===== src/rtl/decode_seq.sv =====
// decode_seq: self-sequencing instruction decoder.
// Accepts one instruction at a time, latches it, and walks a one-hot stage
// vector through N_STG stages. Decoded fields and datapath selects are derived
// only from the latched word and the stage register, so no output depends
// combinationally on inst. A memory stall freezes the whole sequence.
//
// Handshake: an instruction transfers on a rising clk edge where
// inst_valid && inst_ready. inst_ready is high while idle, and in the final
// stage when not stalled, so a new instruction can follow with no bubble.
// inst_valid is not required to stay high without inst_ready.
//
// The FSM state is fully visible on the stage output: all-zero means IDLE,
// a single set bit s means RUN(s).

module decode_seq #(
  parameter int IMM_W = 16,
  parameter int RA_W  = 4,
  parameter int N_STG = 4,
  localparam int IW   = IMM_W + 3 * RA_W + 4
) (
  input  logic             clk,
  input  logic             rst_n,
  input  logic             inst_valid,
  input  logic [IW-1:0]    inst,
  output logic             inst_ready,
  input  logic             stall,
  input  logic             dbg_req,
  output logic [N_STG-1:0] stage,
  output logic [3:0]       opc,
  output logic [RA_W-1:0]  sa1,
  output logic [RA_W-1:0]  sa2,
  output logic [RA_W-1:0]  da,
  output logic [IMM_W-1:0] imm,
  output logic [3:0]       alu_ctrl,
  output logic             pfc_ctrl,
  output logic             s2_sel,
  output logic [2:0]       din_sel,
  output logic [4:0]       addr_sel,
  output logic             retire,
  output logic             illegal
);

  // Opcode encodings
  localparam logic [3:0] OPC_CALC  = 4'b0000;
  localparam logic [3:0] OPC_CALCI = 4'b0001;
  localparam logic [3:0] OPC_LOAD  = 4'b0011;
  localparam logic [3:0] OPC_STORE = 4'b0111;
  localparam logic [3:0] OPC_CALIF = 4'b1111;

  // Register write source (one-hot)
  localparam logic [2:0] DIN_SR2 = 3'b001;
  localparam logic [2:0] DIN_ALU = 3'b010;
  localparam logic [2:0] DIN_RA  = 3'b100;

  // Memory address mux (one-hot)
  localparam logic [4:0] ADDR_NONE = 5'b00000;
  localparam logic [4:0] ADDR_ALU  = 5'b00001;
  localparam logic [4:0] ADDR_SA1  = 5'b00010;
  localparam logic [4:0] ADDR_SA2  = 5'b00100;
  localparam logic [4:0] ADDR_DA   = 5'b01000;
  localparam logic [4:0] ADDR_DBG  = 5'b10000;

  localparam logic [N_STG-1:0] STG_FIRST = {{(N_STG-1){1'b0}}, 1'b1};

  typedef enum logic [0:0] {
    ST_IDLE = 1'b0,
    ST_RUN  = 1'b1
  } state_t;

  state_t             state_q, state_d;
  logic [N_STG-1:0]   stage_q, stage_d;
  logic [IW-1:0]      word_q, word_d;
  logic               illegal_q, illegal_d;

  logic               in_last;
  logic               accept;
  logic               inst_legal;

  // True for the five defined opcodes.
  function automatic logic opc_is_legal(input logic [3:0] o);
    logic ok;
    ok = 1'b0;
    case (o)
      OPC_CALC, OPC_CALCI, OPC_LOAD, OPC_STORE, OPC_CALIF: ok = 1'b1;
      default: ok = 1'b0;
    endcase
    return ok;
  endfunction

  assign in_last    = (state_q == ST_RUN) && stage_q[N_STG-1];
  assign inst_ready = (state_q == ST_IDLE) || (in_last && !stall);
  assign retire     = in_last && !stall;
  assign accept     = inst_valid && inst_ready;
  assign inst_legal = opc_is_legal(inst[3:0]);

  // State, stage, latched word and illegal pulse registers; reset wins over all.
  always_ff @(posedge clk) begin
    if (!rst_n) begin
      state_q   <= ST_IDLE;
      stage_q   <= '0;
      word_q    <= '0;
      illegal_q <= 1'b0;
    end else begin
      state_q   <= state_d;
      stage_q   <= stage_d;
      word_q    <= word_d;
      illegal_q <= illegal_d;
    end
  end

  // Next-state: accept, advance the one-hot stage, chain or return to idle.
  always_comb begin
    state_d   = state_q;
    stage_d   = stage_q;
    word_d    = word_q;
    illegal_d = 1'b0;
    case (state_q)
      ST_IDLE: begin
        if (accept) begin
          if (inst_legal) begin
            state_d = ST_RUN;
            stage_d = STG_FIRST;
            word_d  = inst;
          end else begin
            illegal_d = 1'b1;
          end
        end
      end
      ST_RUN: begin
        if (!stall) begin
          if (stage_q[N_STG-1]) begin
            if (accept && inst_legal) begin
              stage_d = STG_FIRST;
              word_d  = inst;
            end else begin
              state_d   = ST_IDLE;
              stage_d   = '0;
              illegal_d = accept;
            end
          end else begin
            stage_d = {stage_q[N_STG-2:0], 1'b0};
          end
        end
      end
      default: begin
        state_d = ST_IDLE;
        stage_d = '0;
      end
    endcase
  end

  // Latched fields, laid out as {imm, da, sa2, sa1, opc}.
  assign opc     = word_q[3:0];
  assign sa1     = word_q[4 +: RA_W];
  assign sa2     = word_q[4 + RA_W +: RA_W];
  assign da      = word_q[4 + 2 * RA_W +: RA_W];
  assign imm     = word_q[4 + 3 * RA_W +: IMM_W];
  assign stage   = stage_q;
  assign illegal = illegal_q;

  // Per-instruction decode from the latched opcode.
  always_comb begin
    alu_ctrl = 4'b0000;
    pfc_ctrl = 1'b0;
    s2_sel   = 1'b1;
    din_sel  = DIN_RA;
    case (opc)
      OPC_CALC: begin
        alu_ctrl = imm[3:0];
        s2_sel   = 1'b0;
        din_sel  = DIN_ALU;
      end
      OPC_CALCI: begin
        alu_ctrl = sa2[3:0];
        din_sel  = DIN_ALU;
      end
      OPC_LOAD, OPC_STORE: begin
        din_sel = DIN_SR2;
      end
      OPC_CALIF: begin
        pfc_ctrl = 1'b1;
      end
      default: begin
        din_sel = DIN_RA;
      end
    endcase
  end

  // Memory address select per stage; the debug slot is only offered while idle.
  always_comb begin
    addr_sel = ADDR_NONE;
    if (state_q == ST_IDLE) begin
      if (dbg_req) addr_sel = ADDR_DBG;
    end else if (stage_q[0]) begin
      addr_sel = ADDR_SA1;
    end else if (stage_q[1]) begin
      addr_sel = (opc == OPC_LOAD) ? ADDR_ALU : ADDR_SA2;
    end else if (stage_q[2]) begin
      addr_sel = (opc == OPC_STORE) ? ADDR_ALU : ADDR_DA;
    end
  end

endmodule


===== config.mk =====
export PLATFORM = sky130hd
export DESIGN_NAME = decode_seq
export DESIGN_NICKNAME = d
export VERILOG_FILES = /design/src/rtl/decode_seq.sv
export SDC_FILE = /design/constraint.sdc
export NUM_CORES = 1
export LEC_CHECK = 0
export ABC_AREA = 1
export CORE_ASPECT_RATIO = 0.5
export CORE_MARGIN = 2
export CORE_UTILIZATION = 40
export CTS_CLUSTER_SIZE = 28
export DETAILED_ROUTE_END_ITERATION = 10
export PLACE_DENSITY = 0.78
export SLEW_MARGIN = 0
export SYNTH_ARGS = -nofsm -noshare
export SYNTH_HDL_FRONTEND = slang
export SYNTH_SLANG_ARGS = --single-unit

===== constraint.sdc =====
create_clock -name clk -period 1.6 [get_ports clk]
set_input_delay 0.24 -clock clk [delete_from_list [all_inputs] [get_ports clk]]
set_output_delay 0.24 -clock clk [all_outputs]
set_load 0.01 [all_outputs]

==> results of run 1 <==
[through the flow]
step / setup WS, ps / util (%) / total power (µW) / instances
2_1_floorplan: 225.2 / - / 1325 / 281
3_3_place_gp: -75.05 / 65.25 / 1638 / 436
3_5_place_dp: -127.0 / 65.25 / 1655 / 436
4_1_cts: -22.48 / 67.39 / 2333 / 445
5_1_grt: -7.024 / 67.68 / 2432 / 445
6_report: 58.78 / 67.68 / 2308 / 445
[worst paths after layout]
path                    end       from
hold / removal    word_q[5]  word_q[5]
hold reg to reg   word_q[5]  word_q[5]
setup reg to reg  word_q[4]    state_q
setup / recovery     opc[1]  word_q[1]
[placed cells by master (no fill, tap or decap)]
cell type and n:
nand2_2 4, nand4_1 3, dlygate4sd2_1 7, o21ai_2 1, buf_2 6, nand2_1 79
clkdlybuf4s15_1 1, buf_4 19, clkbuf_2 2, dfxtp_1 32, or2_4 1, nor3_2 1
buf_6 1, nand3_1 13, nor2_4 3, nor2_2 1, o22ai_1 1, inv_1 41
dfxtp_2 4, clkinv_2 1, buf_12 2, a21oi_2 1, nor3_1 1, o21ai_1 1
inv_2 4, a21oi_1 5, clkinvlp_4 1, clkbuf_8 6, clkdlybuf4s50_1 72, dfxtp_4 2
dlymetal6s2s_1 1, nor2_1 71
[layout make-up]
type                            instances  area, µm²
Timing Repair Buffer                  111       1039
Fill cell                             390       1403
Clock inverter                          2      12.51
Inverter                               45      168.9
Multi-Input combinational cell        186      789.5
Clock buffer                            6      82.58
Sequential cell                        38      773.2
Tap cell                               57      71.32
[worst reg2reg max path, cell delays in order, from the launching register on]
cell and delay [ps]:
dfxtp_2 330, buf_4 160, nand2_2 90, nand2_2 70, nor2_4 170, buf_12 220
nand2_1 80, nand2_1 70, nor2_1 40
[routing by layer]
metal	wire length, µm	share of wire (%)	track usage [%]	vias up
li1	-	-	-	1036
met1	1995	43	19.53	885
met2	2400	52	35.94	47
met3	224	4.8	5.335	4
met4	27	0.58	4.110	0
met5	0	0	0	-
[cells in the mapped netlist (2+ instances only)]
cell type / number / share of area (%)
buf_1: 2 / 0.42
clkbuf_1: 2 / 0.42
a21oi_1: 6 / 1.7
dfxtp_1: 38 / 43
o21ai_1: 2 / 0.56
nor2_2: 2 / 0.70
nand2_2: 3 / 1.1
buf_6: 7 / 4.4
nand3_1: 13 / 3.7
inv_1: 41 / 8.6
nand2_1: 80 / 17
nor2_1: 73 / 15
inv_2: 4 / 0.84
nor3_1: 2 / 0.56
nand4_1: 3 / 1.1
[sequential cells by signal (all words and copies together) (netlist names)]
register and cells:
illegal 1, word_q 32, stage 4, state_q 1
[logic make-up (layout without fill, tap and decap cells)]
group / Yosys count / count (layout) / share of synthesized area (%)
AOI/OAI and AO/OA: 9 / 9 / 2.600
buffers and inverters: 57 / 164 / 15.04
DFF: 38 / 38 / 42.73
and+or+nand+nor: 177 / 177 / 39.63
[where the power goes]
part           switching, µW  internal [µW]
logic                    263            322
clock network            330            346
registers               39.4           1010
[timing repair]
item,CTS,global route
endpoints found under the setup margin,16,8
hold buffers,0,0
setup buffers,1,0
pin swaps,1,3
gates resized for setup,47,11
==> results.yml, run 1 <==
sta:
  hold_ws_ps: 483.8
  hold_violations: 0
  rsz0062_at_grt: "true"
  tightest_slew_ps: 207.1
  finalSetupTns_ps: 0
  post-route-period-util_pct: 96.33
  slew_headroom_pct: 86.18
  skew_ps: 8.612
  setup_violations: 0
  clock.fmax_ghz: 0.6488
  slew_viol_final: 0
  finalCriticalPeriod_ps: 1541
grt:
  antenna_found_initial: 0
  grt_pass1_vias: 1768
  grt_first_pass_wirelength_mm: 7.465
  track_usage_pct: 18.20
  grt_max_degree: 40
  grt_overflow_total: 0
die:
  num_rows: 17
  coreArea_um2: 4339
  fp.dieW_um: 98.35
  die_h_um: 51.18
  pin_count: 90
  initial_core_util_pct: 41.03
  dieArea_um2: 5033
clocking:
  clock_sinks: 38
  clkTransAtPathRegs_ps: 70
  cts-root-buf: "clkbuf_8"
  cts_buffers: 5
  clk_latency_ps: 280
  cts_tree: "built"
  clk_path_buf_depth: 2
  htreeDepth: 2
routing:
  antenna_left: 0
  drc: 0
  vias: 1972
  drt-pass1-iter-count: 4
  wirelength_mm: 4.647
  vias_per_cell: 4.431
  drt-initial-drc-count: 56
  routedWlPerCell_um: 10.44
yosys:
  synth_warnings: 0
  async_flop_share_pct: 0
  ys_seq_area_share_pct: 42.73
  syn_nets: 318
  synthCells: 281
  synth_cell_types: 18
  synth_edf_count: 0
  synth_ff_type: "dfxtp_1"
  syn_area_per_cell_um2: 6.336
  ys_ff_latch: 38
  synth_area_um2: 1780
place:
  io_buffers: 89
  placed_area_um2: 2831
  gp_congestion: 0.7866
  dp_hpwl_mm: 3.529
final_layout:
  drive_gt1_share_pct: 15.46
  fin_nets: 424
  syn2layout_area_growth_pct: 64.93
  final_area_um2: 2937
  num_antenna_cells: 0
pwr:
  ir_drop_mv: 0.4742
  p_per_area_nw_per_um2: 786.0
  p_leak_uw: 0.001423
worst_setup_path:
  critPathLaunchType: "flop"
  endpoint_kind: "primary output"
  cp.required_ps: 1360
  cp.depth: 2
  crit_buf_inv: 2
  cpPeakStageDelay_ps: 540
  cp_cell_sequence: "buf_4 > clkdlybuf4s50_1"
  crit_family: "buffers and inverters"
  regToRegSetupSlack_ps: 280
  crit_slowest_cell: "clkdlybuf4s50_1"
  cp_max_fo: 3
  cp.arrival_ps: 1300
  ff2ff_path_depth: 8
  crit_type: "reg2out"
min_path:
  holdCritPathClass: "reg2reg"
  hold_depth: 2
job:
  drv_cap: 0
run_status:
  status: "finished, final reports clean"
Note: power is estimated with default switching activity, not from simulation.
==> inputs of run 2 (changes only) <==
Settings changed: ABC_AREA 1 to unset.
==> run 2 against run 1 <==
Effect of this change:
- the flow now finishes with violations (negative setup slack)
- clock skew shrank 3.3 ps
- critical endpoint is now alu_ctrl[1]
- cell count shrank 20%
- cell area shrank 2.4%
- largest cell class unchanged
==> results.yml, run 2 <==
min_path:
  holdCritPathClass: "in2reg"
  hold_end: "stage[0]"
  min-delay-start: "rst_n"
  hold_depth: 2
clocking:
  cts_tree: "built"
  cts_buffers: 5
  cts-hold-fix-buffers: 0
  clkTransAtPathRegs_ps: 70
  htreeDepth: 2
  clock_sinks: 38
  clk_latency_ps: 290
  cts-root-buf: "clkbuf_8"
  clk_path_buf_depth: 2
worst_setup_path:
  crit_type: "reg2out"
  r2r_end: "word_q[1]"
  regToRegSetupSlack_ps: 200
  cp.required_ps: 1360
  cp.arrival_ps: 1390
  r2r-start: "stage[3]"
  endpoint_kind: "primary output"
  ff2ff_path_depth: 6
  critPathLaunchType: "flop"
  cp_max_fo: 4
yosys:
  ys_seq_area_share_pct: 43.06
  syn_area_per_cell_um2: 8.923
  synthCells: 198
  synth_ff_type: "dfxtp_1"
  synth_common_cells: "67 x nand2_1, 38 x dfxtp_1, 37 x mux2i_1"
  yosys-top-cells-area: "dfxtp_1 43%, mux2i_1 21%, nand2_1 14%"
  synth_warnings: 0
  ys_ff_latch: 38
  async_flop_share_pct: 0
  synth_area_um2: 1767
  post-synth-top-count-cell: "nand2_1"
  syn_nets: 235
  synth_edf_count: 0
  yosys.area.top_type_share_pct: 43.06
  synth_cell_types: 28
  yosysTopAreaCell: "dfxtp_1"
die:
  pin_count: 90
  die_h_um: 51.00
  dieArea_um2: 4997
  fp.dieW_um: 97.99
  num_rows: 17
  coreArea_um2: 4318
  initial_core_util_pct: 40.92
job:
  drv_cap: 0
final_layout:
  drive_gt1_share_pct: 17.94
  final_common_cell: "clkdlybuf4s50_1"
  regMostFlops: "word_q"
  fin_util_pct: 66.36
  layout.cells.non_filler: 358
  syn2layout_area_growth_pct: 62.18
  most-common-layout-cells: "70 x clkdlybuf4s50_1, 66 x nand2_1, 37 x mux2i_1"
  num_antenna_cells: 0
  fin_nets: 337
  largest_reg_flops: 32
pwr:
  p_sw_share_pct: 25.63
  p_switching_uw: 562.2
  p_per_area_nw_per_um2: 765.5
  p_leak_uw: 0.001166
  comb_power_share_pct: 22.3
  ir_drop_mv: 0.4729
  power_uw: 2193
  p_int_uw: 1631
  pwr-share-clk_pct: 30.7
  seq_power_share_pct: 47.1
run_status:
  status: "finished, violations left"
  violations: "negative setup slack"
sta:
  rsz0062_at_grt: "true"
  clock.fmax_ghz: 0.6127
  hold_violations: 0
  tightest_slew_ps: 306.6
  skew_ps: 5.303
  finalCriticalPeriod_ps: 1632
  setup_slack_ps: -32.00
  setup_violations: 2
  post-route-period-util_pct: 102.0
  slew_viol_final: 0
  slew_headroom_pct: 79.56
routing:
  drt-initial-drc-count: 56
  vias: 1678
  vias_per_cell: 4.687
  drc: 0
  drt-pass1-iter-count: 4
  antenna_left: 0
  wirelength_mm: 4.597
  routedWlPerCell_um: 12.84
grt:
  antenna_found_initial: 0
  track_usage_pct: 18.68
  grt_overflow_total: 0
  grt_pass1_vias: 1559
  grt_max_degree: 58
  grt_first_pass_wirelength_mm: 7.320
place:
  dp_hpwl_mm: 3.390
  preCtsSetupSlack_ps: -159.6
  gp_congestion: 0.7569
  dp_cells: 349
  io_buffers: 89
run 2: worst max-delay path: stages (launching register included):
cell and delay (ps):
dfxtp_2 340, or3_4 420, buf_6 140, nor2_2 80, buf_2 130
run 2: routing by layer:
metal	part of all wire, %	wire, µm	GRT usage (%)
met4	1.6	75	8.333
met2	50	2318	33.33
met1	44	2029	21.78
met5	0	0	0
met3	3.8	174	4.514
run 2: repair_timing:
action / 4_1_cts / 5_1_grt
setup buffers: 1 / 0
pin swaps: 4 / 1
hold endpoints to repair: 0 / 0
endpoints found under the setup margin: 17 / 7
gates resized for setup: 54 / 8
run 2: power by group through the flow:
stage,clock network (µW),logic [µW],registers (µW)
2_1_floorplan,0,204,1070
3_3_place_gp,0,483,1050
3_5_place_dp,0,493,1050
4_1_cts,695,489,1030
5_1_grt,735,523,1040
6_report,673,488,1030
run 2: worst max path at each step:
stage                    from     endpoint  slack, ps  cells after the start
CTS                 word_q[2]  alu_ctrl[2]        -30                      4
finish              word_q[1]  alu_ctrl[1]        -30                      4
floorplan           word_q[0]  addr_sel[0]        160                      4
detailed placement      stall       retire       -160                      4
global placement        stall       retire       -140                      4
global route        word_q[1]  alu_ctrl[1]        -80                      4
run 2: area by class of cell:
type,count,area [µm²]
inverter,3,11.26
multi-input combinational,144,900.9
timing repair buffer,108,1020
sequential,38,770.7
clock inverter,1,5.005
clock buffer,7,86.33
tap,57,71.32
fill,367,1453
run 2: cell families (layout without fill, tap and decap cells):
logic type             Yosys count  after routing  synth area share [%]
AO/OA/AOI/OAI                    9              9                 3.117
flip-flops                      38             38                 43.06
buffers and inverters           16            119                 7.224
multiplexers                    37             37                 20.96
AND/OR/NAND/NOR                 98             98                 25.64
run 2: metrics by stage:
stage / cell area [µm²] / setup TNS (ps) / hold WS (ps)
after floorplan: 1767 / 0 / 368.4
after global placement: 2780 / -2695 / 442.5
after detailed placement: 2780 / -4756 / 451.1
after CTS: 2864 / -49.83 / 314.3
after global routing: 2865 / -172.5 / 320.7
final: 2865 / -54.58 / 322.3
